[src/rtl/spi_pkg.sv]
// Shared state encoding, SPI mode constants and counter sizing for the SPI transmit master.
package spi_pkg;

    typedef enum logic [2:0] {
        IDLE,
        SETUP,
        SHIFT,
        WAIT,
        HOLD,
        GAP
    } spi_state_t;

    // {CPOL, CPHA}
    localparam logic [1:0] SPI_MODE0 = 2'b00;
    localparam logic [1:0] SPI_MODE1 = 2'b01;
    localparam logic [1:0] SPI_MODE2 = 2'b10;
    localparam logic [1:0] SPI_MODE3 = 2'b11;

    // Bits needed for a counter running 0..n-1, never less than one.
    function automatic int spi_cnt_w(input int n);
        return (n <= 2) ? 1 : $clog2(n);
    endfunction

endpackage

[src/rtl/spi_sclk_gen.sv]
// SPI clock generator: half-period tick counter and sclk register, with one-cycle edge strobes.
module spi_sclk_gen
    import spi_pkg::*;
#(
    parameter int CLK_DIV = 4
) (
    input  logic clk,
    input  logic rst,
    input  logic run,
    input  logic cpol,
    output logic sclk,
    output logic lead_edge,
    output logic trail_edge,
    output logic pre_edge
);

    localparam int HW = spi_cnt_w(CLK_DIV);
    localparam logic [HW-1:0] HP_LAST = HW'(CLK_DIV - 1);
    localparam logic [HW-1:0] HP_PRE  = HW'((CLK_DIV > 1) ? CLK_DIV - 2 : 0);

    logic [HW-1:0] cnt;
    logic          tick;

    assign tick       = run && (cnt == HP_LAST);
    assign lead_edge  = tick && (sclk == cpol);
    assign trail_edge = tick && (sclk != cpol);
    // High when the following cycle ends a half-period, assuming run stays high.
    assign pre_edge   = (CLK_DIV == 1) ? 1'b1 : (run && (cnt == HP_PRE));

    always_ff @(posedge clk) begin
        if (rst || !run) begin
            cnt  <= '0;
            sclk <= cpol;
        end else if (tick) begin
            cnt  <= '0;
            sclk <= ~sclk;
        end else begin
            cnt  <= cnt + 1'b1;
        end
    end

endmodule

[src/rtl/spi_tx_master.sv]
// SPI transmit master: valid/ready word intake, framed chip select, multi-word bursts in one frame.
module spi_tx_master
    import spi_pkg::*;
#(
    parameter int DATA_W    = 8,
    parameter int CLK_DIV   = 4,
    parameter int CPOL      = 0,
    parameter int CPHA      = 0,
    parameter int LSB_FIRST = 1,
    parameter int CS_GAP    = 2
) (
    input  logic              clk,
    input  logic              rst,
    input  logic [DATA_W-1:0] in_data,
    input  logic              in_valid,
    input  logic              in_last,
    output logic              in_ready,
    output logic              sclk,
    output logic              mosi,
    output logic              cs_n,
    output logic              busy
);

    localparam int EW = spi_cnt_w(2 * DATA_W);
    localparam int DW = spi_cnt_w((CLK_DIV > CS_GAP) ? CLK_DIV : CS_GAP);
    localparam logic [EW-1:0] EDGE_LAST = EW'(2 * DATA_W - 1);
    localparam logic [DW-1:0] HP_END    = DW'(CLK_DIV - 1);
    localparam logic [DW-1:0] GAP_END   = DW'(CS_GAP - 1);
    localparam logic          CPOL_BIT  = (CPOL != 0);

    spi_state_t        state, state_next;
    logic [DW-1:0]     dly_cnt;
    logic [EW-1:0]     edge_cnt, edge_cnt_next;
    logic [DATA_W-1:0] shreg;
    logic              last_flag, last_next;
    logic              run, lead_edge, trail_edge, pre_edge;
    logic              accept, word_end, shift_en;
    logic              cs_n_d, busy_d, in_ready_d, mosi_d;

    function automatic logic head(input logic [DATA_W-1:0] v);
        return (LSB_FIRST != 0) ? v[0] : v[DATA_W-1];
    endfunction

    function automatic logic [DATA_W-1:0] advance(input logic [DATA_W-1:0] v);
        return (LSB_FIRST != 0) ? {1'b0, v[DATA_W-1:1]} : {v[DATA_W-2:0], 1'b0};
    endfunction

    assign run      = (state == SHIFT);
    assign accept   = in_valid && in_ready;
    assign word_end = run && trail_edge && (edge_cnt == EDGE_LAST);
    assign shift_en = run && ((CPHA == 0) ? (trail_edge && !word_end) : lead_edge);

    spi_sclk_gen #(
        .CLK_DIV(CLK_DIV)
    ) u_sclk_gen (
        .clk       (clk),
        .rst       (rst),
        .run       (run),
        .cpol      (CPOL_BIT),
        .sclk      (sclk),
        .lead_edge (lead_edge),
        .trail_edge(trail_edge),
        .pre_edge  (pre_edge)
    );

    always_ff @(posedge clk) begin
        if (rst) begin
            state   <= GAP;
            dly_cnt <= '0;
        end else begin
            state <= state_next;
            if (state_next == state && (state == SETUP || state == HOLD || state == GAP))
                dly_cnt <= dly_cnt + 1'b1;
            else
                dly_cnt <= '0;
        end
    end

    always_comb begin
        state_next = state;
        case (state)
            IDLE:  if (accept) state_next = SETUP;
            SETUP: if (dly_cnt == HP_END) state_next = SHIFT;
            SHIFT: begin
                if (word_end) begin
                    if (last_flag)   state_next = HOLD;
                    else if (accept) state_next = SHIFT;
                    else             state_next = WAIT;
                end
            end
            WAIT:  if (accept) state_next = SETUP;
            HOLD:  if (dly_cnt == HP_END) state_next = GAP;
            GAP:   if (dly_cnt == GAP_END) state_next = IDLE;
            default: state_next = GAP;
        endcase
    end

    // in_ready is registered, so the word-end cycle is predicted one cycle ahead.
    always_comb begin
        last_next     = accept ? in_last : last_flag;
        edge_cnt_next = edge_cnt;
        if (!run || word_end)
            edge_cnt_next = '0;
        else if (lead_edge || trail_edge)
            edge_cnt_next = edge_cnt + 1'b1;

        cs_n_d     = (state_next == IDLE) || (state_next == GAP);
        busy_d     = (busy || accept) && (state_next != IDLE);
        in_ready_d = (state_next == IDLE) || (state_next == WAIT) ||
                     ((state_next == SHIFT) && pre_edge && (edge_cnt_next == EDGE_LAST) && !last_next);

        mosi_d = mosi;
        if (cs_n_d)
            mosi_d = 1'b0;
        else if (accept) begin
            if (CPHA == 0) mosi_d = head(in_data);
        end else if (shift_en)
            mosi_d = head(shreg);
    end

    always_ff @(posedge clk) begin
        if (rst) begin
            cs_n      <= 1'b1;
            busy      <= 1'b0;
            in_ready  <= 1'b0;
            mosi      <= 1'b0;
            edge_cnt  <= '0;
            shreg     <= '0;
            last_flag <= 1'b0;
        end else begin
            cs_n     <= cs_n_d;
            busy     <= busy_d;
            in_ready <= in_ready_d;
            mosi     <= mosi_d;
            edge_cnt <= edge_cnt_next;
            if (accept) begin
                shreg     <= (CPHA == 0) ? advance(in_data) : in_data;
                last_flag <= in_last;
            end else if (shift_en) begin
                shreg <= advance(shreg);
            end
        end
    end

endmodule

[config.mk]
export PLATFORM = sky130hd
export DESIGN_NAME = spi_tx_master
export DESIGN_NICKNAME = d
export VERILOG_FILES = /design/src/rtl/spi_pkg.sv /design/src/rtl/spi_sclk_gen.sv /design/src/rtl/spi_tx_master.sv
export SDC_FILE = /design/constraint.sdc
export NUM_CORES = 1
export LEC_CHECK = 0
export CAP_MARGIN = 30
export CORE_ASPECT_RATIO = 1.5
export CORE_MARGIN = 10
export CORE_UTILIZATION = 35
export DETAILED_ROUTE_END_ITERATION = 6
export SLEW_MARGIN = 40
export SYNTH_ARGS = -nofsm -noshare
export SYNTH_HDL_FRONTEND = slang
export SYNTH_SLANG_ARGS = --single-unit
[constraint.sdc]
create_clock -name clk -period 2.3 [get_ports clk]
set_clock_uncertainty 0.15 [all_clocks]
set_input_delay 0.23 -clock clk [delete_from_list [all_inputs] [get_ports clk]]
set_output_delay 0.23 -clock clk [all_outputs]
set_load 0.02 [all_outputs]
* Word-level counts from Yosys, hierarchy flattened *
Cells that the tools add are included.
W data, S select, Z words.

storage, ports and cells
  register bits after elaboration = 24
  input port bits = 12
  output and inout bits = 5

cells by class
  add/subtract/negate cells = 3
  eq/ne operators = 15
  mux-type cells = 15
  bitwise logic cells = 2
  reduce and logical (&&, ||, !) cells = 34

operator list
  cell                   count
  $mux W3                6
  $pmux W3 S5            1
  $logic_and A1 B1 Y1    14
  $mux W7                2
  $eq A3 B2 Y1 const B   4
  $eq A3 B3 Y1 const B   3
  $logic_or A1 B1 Y1     9
  $eq A4 B4 Y1 const B   2
  $mux W4                2
  $reduce_or A2 Y1       4
  $eq A2 B2 Y1 const B   3
  $logic_not A3 Y1       2
  $add A2 B1 Y2 const B  2
  $add A4 B1 Y4 const B  1
  $mux W1                4
  $eq A3 B1 Y1 const B   1
  $eq A3 B3 Y1           1
  $logic_not A1 Y1       3
  $reduce_bool A3 Y1     1
  $eq A2 B1 Y1 const B   1
  $not A1 Y1             2
  $reduce_bool A2 Y1     1

* Logic depth before layout (Yosys ltp) *
Gate-level depths: netlist (run 1).

  depth in word-level cells = 12
  depth in mapped cells = 8

* Hierarchy *
A second synthesis (run 1) with hierarchy kept.

unflattened totals
  cell total of the unflattened synthesis = 143
  area total of the unflattened synthesis = 1236.2 um^2

modules (own cells, without submodules)
  module         times used  cells an instance  area an instance (um^2)
  spi_tx_master  1           126                1072.3
  spi_sclk_gen   1           17                 163.9

* Worst setup path before layout (run 1) *
Ideal clock, no wire load.

  path kind = flip-flop to flip-flop
  start = register u_sclk_gen.cnt[0]
  end = register in_ready
  data arrival time = 1637 ps
  required time = 2071 ps
  path slack = 434 ps
  cell stages (with the launch flop) = 8
  buffers on the path = 1
  period minus slack after synthesis = 1866 ps
  path through = dfxtp_1 -> ha_1 -> and4bb_2 -> buf_2 -> a21oi_1 -> o311a_1 -> nand4b_1 -> a211oi_2

between the ends
  cells in the longest elaborated chain, start to end = 12
  elaborated cells on any way between the ends = 23
  those cells by class = eq/ne: 5; mux: 4; reduce/logical: 14

ends and longest elaborated chain
  element                           RTL line              source
  start, declared                   spi_sclk_gen.sv:21    logic [HW-1:0] cnt;
  start signal, assigned            spi_sclk_gen.sv:38    cnt <= cnt + 1'b1;
  $eq A2 B2 Y1                      spi_sclk_gen.sv:24    assign tick = run && (cnt == HP_LAST);
  $logic_and A1 B1 Y1               spi_sclk_gen.sv:24
  $logic_and A1 B1 Y1               spi_sclk_gen.sv:26    assign trail_edge = tick && (sclk != cpol);
  $logic_and A1 B1 Y1 (2 in a row)  spi_tx_master.sv:50   assign word_end = run && trail_edge && (edge_cnt == EDGE_LAST);
  $mux W3                           spi_tx_master.sv:85   if (word_end) begin
  $pmux W3 S5                       spi_tx_master.sv:81   case (state)
  $eq A3 B2 Y1                      spi_tx_master.sv:110  ((state_next == SHIFT) && pre_edge && (edge_cnt_next == EDGE_LAST) && !last_next);
  $logic_and A1 B1 Y1 (3 in a row)  spi_tx_master.sv:110
  $logic_or A1 B1 Y1 *              spi_tx_master.sv:109  in_ready_d = (state_next == IDLE) || (state_next == WAIT) ||
  end signal, assigned              spi_tx_master.sv:133  in_ready <= in_ready_d;
  end, declared                     spi_tx_master.sv:17   output logic in_ready,

Mark *: on every way between the ends. The rest lies on a longest branch, timed or not.
A chain may end at the register's enable or synchronous reset.

* Worst setup path in the final report (run 1) *
Same ends and word-level chain as after synthesis.

==> results summary, run 1 <==
The worst hold path belongs to the class flop to flop. The remaining design rule violation count is 0. The post-route clock period utilization is 0.8706. The sequential-to-total area share from yosys stat is 0.3710. Counting along the longest clock path gives a buffer depth of 2. The x dimension of the die came out at between 60 and 70 µm. The residual antenna-violating net count after detailed routing is 0.

The number of clock buffers added by TritonCTS is 3. The share of Yosys cell area claimed by the top area cell type is 0.3710. The setup path with the least slack is of type flop to flop. Power spread over the standard cell area amounts to approximately 800 nW/µm². The count of endpoints failing hold in the final timing report is 0. For this run, asynchronously set or reset flops after synthesis account for 0. The global-route usage over all layers is 0.08405.

The shortest clock period the worst path allows after layout came out at ~2 ns. The number of slew-limit violations in the final report came to 0. The global routing met3 resource utilization came out at 0.02623. Among all flip-flop cells after synthesis, the most frequent one is dfxtp_1.

The data arrival time of the critical path is ~2.0 ns. Of the cells placed in the final design, the portion with a size suffix greater than 1 is 0.1350. The overall die area came out at 6583 µm². The number of buffers inserted by hold repair at cts came out at 0.

The number of H-tree levels came out at 1. The maximum clock frequency is approximately 500 MHz. The root buffer cell is clkbuf_8. 0 antenna diodes ended up in the layout.

After floorplanning, the core was sized to cover roughly 3600 µm². The sum of negative setup slack came out at 0 ns. For this configuration, the core starts out at a cell density of 0.3583. STA classifies the critical path endpoint as a flop.

Across the run, the number of max-cap violations was 0. The share of total power dissipated in sequential elements is 0.418. At the pin with the least slew margin, the transition time is about 0.36 ns. The part of the total power dissipated in combinational logic came out at 0.356. Entering global routing, the biggest net connects 14 pins.

The clock-pin slew on the worst setup and hold paths came out at 0.08 ns. The worst IR drop on VDD is approximately 390 µV. The number of enable-type register cells in the synthesized netlist came out at 0.

Summed over all layers, the routed wires come to between 2000 and 3000 µm. The library cells used most frequently in the layout, excluding fill and tap cells, are dfxtp_1, nor2_1, clkdlybuf4s50_1. Registers take a little under 500 µm². The relative area change from synthesis to final layout came out at 19.23%.

After clock tree synthesis, the setup repair step added 0 buffers. The most common library cell in the layout ignoring fill and taps is dfxtp_1. The cell area that synthesis handed to floorplanning was 1295 µm². The run finished with clean final reports. After technology mapping, the gate count stands at 147.

The flip-flop and latch count after synthesis came out at 24. The maximum net fanout on the critical path came out at 7. The required time reported for the critical path endpoint came out at 2.34 ns. The number of nets in the finished design is 181.

The final setup violation count is 0. The number of sinks on the clock net came out at 24. The net load switching power is approximately 0.41 mW. In this run the most used layer during global routing was met2.

The headroom to the max-slew limit is 0.7570. In the global route stage, met2 resource usage came out at 0.1498. Of the total power, the share spent switching nets is 0.3274. The total leakage power is around 0.52 nW. At the later pin of the worst-skew pair, clock insertion delay measures 0.26 ns.

The mean cell area of the mapped netlist came out at a little under 9 µm². The overall die height came out at approximately 95 µm. The number of design-rule violations left by the first detailed-router iteration came out at between 50 and 60. Of the total power, the clock network draws 0.226. The post-route core utilization came out at 0.4271.

The overall overflow remaining after global route is 0. The top-level port count is 17. After detailed routing, the number of vias per cell comes to around 5.2. The depth of the worst hold-timing path is 1. In the final layout, the multi-input gates occupy between 700 and 800 µm². The depth of the most critical reg-to-reg path is 6.

The final hold slack came out at slightly above 0.3 ns. The wire-length estimate of the detail-placed layout is roughly 2200 µm. The worst setup path is launched from a flop. Summed over all instances, the cell type with the most area after synthesis is dfxtp_1.

The row count is 27. The number of filler instances in the final layout came out at about 360. The count of cell types in the netlist came out at between 40 and 50. The synthesis warning total is 0. The post-cts repair resize count is 0.

Cell internal power was estimated by the tool at 0.8349 mW. The met1 track utilization from global routing came out at 0.08602. The initial antenna violation count is 0. The via count of the first global-routing pass came out at 1044.

In this run the tool buffered the top-level ports with 16 buffer cells. For this run, the detailed router's first-pass iteration total came to 4. The wire length of the first global-routing pass came out at 4636 µm. Sorting the synthesized cells by area gives the leading types as dfxtp_1, nor2_1, ha_1. The average wire length per cell after detail routing is around 14 µm. TritonCTS built the clock tree. The final weighted congestion in routability-driven placement came out at ~0.86.

The number of nets in the synthesized netlist is 164. The routed via count is 1070. Setup repair after global routing left no endpoint under its margin.
-- registers in the layout, summed over array words and instances, names as in the netlist --
name / flops
u_sclk_gen.sclk: 1
cs_n: 1
mosi: 1
in_ready: 1
shreg: 7
last_flag: 1
u_sclk_gen.cnt: 2
dly_cnt: 2
busy: 1
state: 3
edge_cnt: 4
-- synth_stat cells (all sizes together) (2+ instances only) --
library cell	instances
nand2b	3
a211oi	3
xnor2	2
dfxtp	24
inv	4
nand3	2
nand4	2
nand3b	3
ha	5
buf	4
and2	2
clkbuf	4
a22oi	2
and3	2
nand2	15
nor2	21
mux2i	3
o31a	2
or3b	2
nor4	2
a21oi	15
xor2	2
nor2b	2
nor3	6
-- metrics by stage --
stage | worst slack, ns | std cells | total power, mW | cell area [µm²]
finish | 0.2976 | 206 | 1.241 | 1544
global route | 0.1664 | 206 | 1.319 | 1544
CTS | 0.2821 | 206 | 1.258 | 1544
detailed placement | 0.2982 | 202 | 0.9719 | 1489
global placement | 0.2917 | 202 | 0.9710 | 1489
floorplan | 0.4337 | 147 | 0.8396 | 1295
-- worst paths after layout --
path / from / slack (ns) / end
max: u_sclk_gen.cnt[0] / 0.30 / in_ready
min: dly_cnt[0] / 0.31 / dly_cnt[0]
max reg2reg: u_sclk_gen.cnt[0] / 0.30 / in_ready
min reg2reg: dly_cnt[0] / 0.31 / dly_cnt[0]
-- logic make-up (layout without fill, tap and decap cells) --
family,after synthesis,count (layout),share of synthesized area
and+or+nand+nor,70,70,0.3053
buffers and inverters,12,28,0.05023
xor gates and xnor gates,4,4,0.02706
muxes,3,3,0.02319
DFF,24,24,0.3710
AOI/OAI and AO/OA,29,29,0.1749
adders and majority gates,5,5,0.04831
-- metal layers --
layer	part of all wire	vias to the layer above	wire length (µm)
li1	-	551	-
met1	0.42	500	1196
met2	0.51	12	1446
met3	0.041	7	117
met4	0.022	0	62
met5	0	-	0
-- final cells by class --
class                   instances  share of cell area
clock buffers                   4             0.03566
multi-input cells             111              0.4854
inverters                       4            0.009724
flip-flops and latches         24              0.3112
repair buffers                 20              0.1232
well taps                      43             0.03485
-- worst max-delay path, stage by stage (launching register included) --
cell and delay, ns:
dfxtp_1 0.37, ha_1 0.29, and4bb_2 0.37, a21oi_1 0.09, o311a_1 0.28, nand4b_1 0.19, a211oi_2 0.18
-- power by group through the flow --
stage               Sequential, mW  Clock (mW)  Combinational [mW]
floorplan                    0.531           0               0.309
finish                       0.518       0.281               0.442
global route                 0.530       0.310               0.480
CTS                          0.520       0.294               0.445
detailed placement           0.529           0               0.443
global placement             0.528           0               0.443
Power figures use the tool's default switching activity.
==> run 2: changes to the inputs <==
--- a/config.mk
+++ b/config.mk
@@ -10,6 +10,7 @@
 export CORE_MARGIN = 10
 export CORE_UTILIZATION = 35
 export DETAILED_ROUTE_END_ITERATION = 6
+export RECOVER_POWER = 25
 export SLEW_MARGIN = 40
 export SYNTH_ARGS = -nofsm -noshare
 export SYNTH_HDL_FRONTEND = slang
==> run 2 against run 1 <==
  * Power shrank 0.34%
  * Register-to-register slack is essentially flat
  * Sequential power is essentially flat
  * Largest power group unchanged
  * Cell area is the same
  * Via count is the same
  * Critical path depth is the same
  * Worst setup slack is the same
  * Global-route usage is the same
  * Worst hold slack is the same
==> results summary, run 2 (synthesized netlist as in run 1, its figures left out) <==
The residual antenna-violating net count after detailed routing came out at 0. The depth of the worst hold-timing path is 1. The routed wire length is about 2800 µm. The maximum clock insertion buffer count came out at 2. The min-delay analysis places its worst path in the category flop to flop.

In this run the power density over the cells is between 800 and 900 nW/µm². The sum of negative setup slack is 0 ns. The count of endpoints failing hold in the final timing report was 0.

For this configuration, the core starts out at a cell density of 0.3583. Setup repair after global routing left no endpoint under its margin. The initial antenna violation count was 0. The dominant delay contributor by cell family on the critical path is simple AND/OR/NAND/NOR gates. The clock latency of the later-clocked register in the worst-skew pair came out at between 0.2 and 0.3 ns. In this run the critical register-to-register path is launched from u_sclk_gen.cnt[0].

The post-route clock period utilization came out at 0.8706. The maximum net fanout on the critical path came out at 7. The flow ran to the end, and the final reports show no timing, DRC or antenna violations. The final HPWL from detailed placement is about 2200 µm. In this run the register-to-register setup slack is around 0.3 ns. The number of iterations in the first detailed-routing pass came out at 4. The number of buffers inserted by hold repair at cts came out at 0.

The worst register-to-register path ends at in_ready. In the final layout, the registers with the most flip-flops are shreg x7, edge_cnt x4, state x3. The share of cells above drive strength 1 came out at 0.1350. The number of nets in the finished design is between 150 and 200. The maximum cell stage delay along the critical path came out at between 0.3 and 0.4 ns. The library cell used most frequently in the layout, excluding fill and tap cells, is dfxtp_1.

The top-level port count is 17. The clock-pin slew on the worst setup and hold paths is around 0.080 ns. The post-cts repair resize count is 0. The path with the worst hold slack has its endpoint at dly_cnt[0]. The worst setup path is captured at a flop.

The routed via count is between 1000 and 1500. The register with the most flip-flops in the layout has 7 of them. The required time reported for the critical path endpoint is roughly 2.3 ns. The buffering stage count on the worst path with inverters included is 0. The relative area change from synthesis to final layout came out at 19.23%. The category of the worst setup path launch point is a flop. The x dimension of the die is ~70 µm. The shortest clock period the worst path allows after layout came out at 2.002 ns. Static timing analysis puts the maximum clock frequency at between 400 and 500 MHz.

The die covers approximately 6600 µm². Leaving out fill and tap cells, the most frequent cells in the layout are dfxtp_1, nor2_1, nand2_1. The depth of the most critical reg-to-reg path is 6. The final weighted congestion in routability-driven placement came out at ~0.86. The hold path startpoint is dly_cnt[0].

The headroom to the max-slew limit came out at 0.7570. The final setup violation count is 0. Summed over all cells, the static leakage comes to ~0.53 nW. The row count is 27. The critical path's slowest cell is dfxtp_1. The count of buffers inserted at the top-level ports is 16. The overall die height is about 95 µm. Entering global routing, the biggest net connects 14 pins. The number of sinks on the clock net is 24. 0 antenna diodes ended up in the layout. The detailed-route vias per instance is between 5 and 6. The data arrival time of the critical path is slightly above 2 ns. Counting flops per register, the top entry is shreg. TritonCTS built the clock tree.

The number of setup buffers added after CTS is 0. The pin slew with the least headroom to its limit came out at ~0.36 ns. The signal on the critical path passes through ha_1 > and4bb_2 > a21oi_1 > o311a_1 > nand4b_1 > a211oi_2.

The number of slew-limit violations in the final report is 0. Across every metal layer, demand over resource in global routing totals 0.08405. The design draws 1.237 mW.

The remaining design rule violation count came out at 0. The area of the core is approximately 3600 µm². The classification of the worst setup path is flop to flop. The first global-routing pass estimated ~4600 µm of wire.

The average wire length per cell after detail routing came out at around 14 µm. The worst IR drop on VDD is ~390 µV. The via count of the first global-routing pass is 1044.

In this run the clock root is driven by a clkbuf_8. The number of design-rule violations left by the first detailed-router iteration is 54. The number of H-tree levels came out at 1. The overall overflow remaining after global route came out at 0.

Counting the buffers created by CTS gives 3. The total of max-cap violations is 0.
run 2: cell types whose count changed in the layout (fill, tap and decap cells not counted), sizes merged:
cell,change
clkdlybuf4s50,-3
dlygate4sd3,+3
run 2: metrics by stage:
step / cell area [µm²] / instances / setup WS, ns / hold slack [ns] / utilization
after global placement: 1489 / 202 / 0.2917 / 0.2832 / 0.4119
after global routing: 1544 / 206 / 0.1664 / 0.3499 / 0.4271
after CTS: 1544 / 206 / 0.2821 / 0.3139 / 0.4271
final: 1544 / 206 / 0.2976 / 0.3071 / 0.4271
after detailed placement: 1489 / 202 / 0.2982 / 0.2948 / 0.4119
after floorplan: 1295 / 147 / 0.4337 / 0.2398 / -
run 2: cell type report:
class	count	area, µm²
Timing Repair Buffer	20	190.2
Clock buffer	4	55.05
Inverter	4	15.01
Tap cell	43	53.80
Sequential cell	24	480.5
Multi-Input combinational cell	111	749.5
Fill cell	364	2071
run 2: worst max-delay path by stage:
stage	start	end	slack (ns)	depth (start not counted)
final	u_sclk_gen.cnt[0]	in_ready	0.30	6
after global routing	u_sclk_gen.cnt[0]	in_ready	0.17	6
after CTS	state[1]	cs_n	0.28	5
after detailed placement	state[1]	cs_n	0.30	5
after global placement	in_valid	in_ready	0.29	6
after floorplan	u_sclk_gen.cnt[0]	in_ready	0.43	7
run 2: routing by layer:
layer | share of wire | up-vias | global-route usage
met1 | 0.42 | 500 | 0.08602
met3 | 0.041 | 7 | 0.02623
met2 | 0.51 | 12 | 0.1498
met5 | 0 | - | 0
met4 | 0.022 | 0 | 0.04620
li1 | - | 551 | -
run 2: power breakdown:
group          switching, mW  internal (mW)  leakage, nW
combinational          0.229          0.209        0.304
clock                  0.128          0.152       0.0288
sequential            0.0491          0.469        0.195
==> RTL change, RTL diff (flow settings as in run 2) <==
The 6 states of `spi_state_t` get a one-hot encoding in 6 bits.
--- a/src/rtl/spi_pkg.sv
+++ b/src/rtl/spi_pkg.sv
@@ -2,11 +2,11 @@
 package spi_pkg;
 
-    typedef enum logic [2:0] {
-        IDLE,
-        SETUP,
-        SHIFT,
-        WAIT,
-        HOLD,
-        GAP
+    typedef enum logic [5:0] {
+        IDLE  = 6'b000001,
+        SETUP = 6'b000010,
+        SHIFT = 6'b000100,
+        WAIT  = 6'b001000,
+        HOLD  = 6'b010000,
+        GAP   = 6'b100000
     } spi_state_t;
 
Behaviour: no difference found for any inputs over 10 cycles, from zero or initial values and one cycle with rst high; not proved beyond that.
==> RTL change against run 2 <==
Power up 1.9%. Worst setup slack worse by 0.089 ns. Routed wire length up 15%. Area after synthesis up 7.8%. Largest cell class unchanged. Sequential cell count up 3. Combinational power down 3%. Fmax down 4.3%. Sequential power up 9.5%. Via count up 17%. Critical path depth down 1. Sequential share of layout area up 1.8 points. Design area up 6.2%. Cell count up 9.7%.
==> RTL change: results (changes against run 2) <==
Netlist cell types 45 (-2.2%); syn_nets 183 (+12%); share of post-route cells with drive strength above 1 0.09392 (-0.04105); class of the worst hold path reg -> reg; initial detailed-routing violation count 41 (-24%); aggregate global-route resource usage 0.09422 (+0.01017); Yosys warning count 0 (unchanged); DP HPWL 2.464 mm (+10%); Final GP Congestion 0.8122 (-5.7%); cell area reported after detailed placement 1602 um2 (+7.6%); Least-Margin Pin Slew 0.5337 ns (+0.1702 ns); area of the placeable core 3889 um2 (+7.6%); Setup Slack @ Placement 0.2541 ns (-0.04408 ns); leading cell types by total area after synthesis dfxtp_1, a21oi_1, nor2_1; fill cell count 396 (+8.8%); TritonCTS Buffers 3 (unchanged); most common library cells after synthesis dfxtp_1, nor2_1, a21oi_1, nand2_1, nand3_1; biggest fanout along the worst timing path 9 (+2); WL final 3.250 mm (+15%); fraction of the yosys area taken by sequential cells 0.3871 (+0.01608); status finished clean; Regs by FF count shreg (7), state (6), edge_cnt (4); via count 1254 (+17%); leakage power 0.5964 nW (+13%); Final nets 199 (+9.9%); number of cells after detailed placement 222 (+9.9%); global-route wire length before repair 5.630 mm (+21%); startpoint of the most critical hold path u_sclk_gen.cnt[0]; vias per cell 5.549 (+6.8%); Initial DRT Pass Iterations 4 (unchanged)
==> RTL change: final timing paths <==
path | endpoint | slack (ns) | cells after the start
min reg2reg | u_sclk_gen.cnt[0] | 0.32 | 1
min | u_sclk_gen.cnt[0] | 0.32 | 1
max reg2reg | cs_n | 0.21 | 5
max | cs_n | 0.21 | 5
==> RTL change: critical path: stages, from the launching register on <==
cell and delay, ns:
dfxtp_1 0.40, or4_4 0.57, or3b_1 0.42, o211ai_2 0.11, nand3_2 0.11, or2_1 0.23
==> RTL change: final cells by class <==
cell class	count	share of cell area
repair buffers	21	0.1182
well taps	45	0.03433
flip-flops and latches	27	0.3295
clock buffers	4	0.02746
multi-input cells	126	0.4836
inverters	3	0.006865
==> RTL change: power by group <==
group	total [mW]	switching [mW]	internal, mW
clock network	0.269	0.145	0.124
registers	0.567	0.0536	0.513
logic	0.424	0.223	0.202
==> RTL change: logic make-up after synthesis <==
group / count (synthesis) / share of synthesized area
adder cells (fa/ha/maj): 5 / 0.04480
XOR/XNOR: 7 / 0.04391
multiplexers: 3 / 0.02151
buffers and inverters: 13 / 0.04301
AND/OR/NAND/NOR: 79 / 0.3145
AO/OA/AOI/OAI: 32 / 0.1452
flip-flops: 27 / 0.3871
==> RTL change: metrics by stage <==
step                        util  power (mW)
final                     0.4218       1.260
after global placement    0.4118      0.9976
after global routing      0.4218       1.349
after floorplan                -      0.8971
after detailed placement  0.4118       1.011
after CTS                 0.4234       1.280
==> RTL change: metal layers <==
| metal | track usage | up-vias | wire [um] |
|---|---|---|---|
| li1 | - | 616 | - |
| met1 | 0.09736 | 590 | 1308 |
| met3 | 0.02147 | 9 | 156 |
| met4 | 0.05082 | 0 | 91 |
| met5 | 0 | - | 0 |
| met2 | 0.1669 | 39 | 1694 |
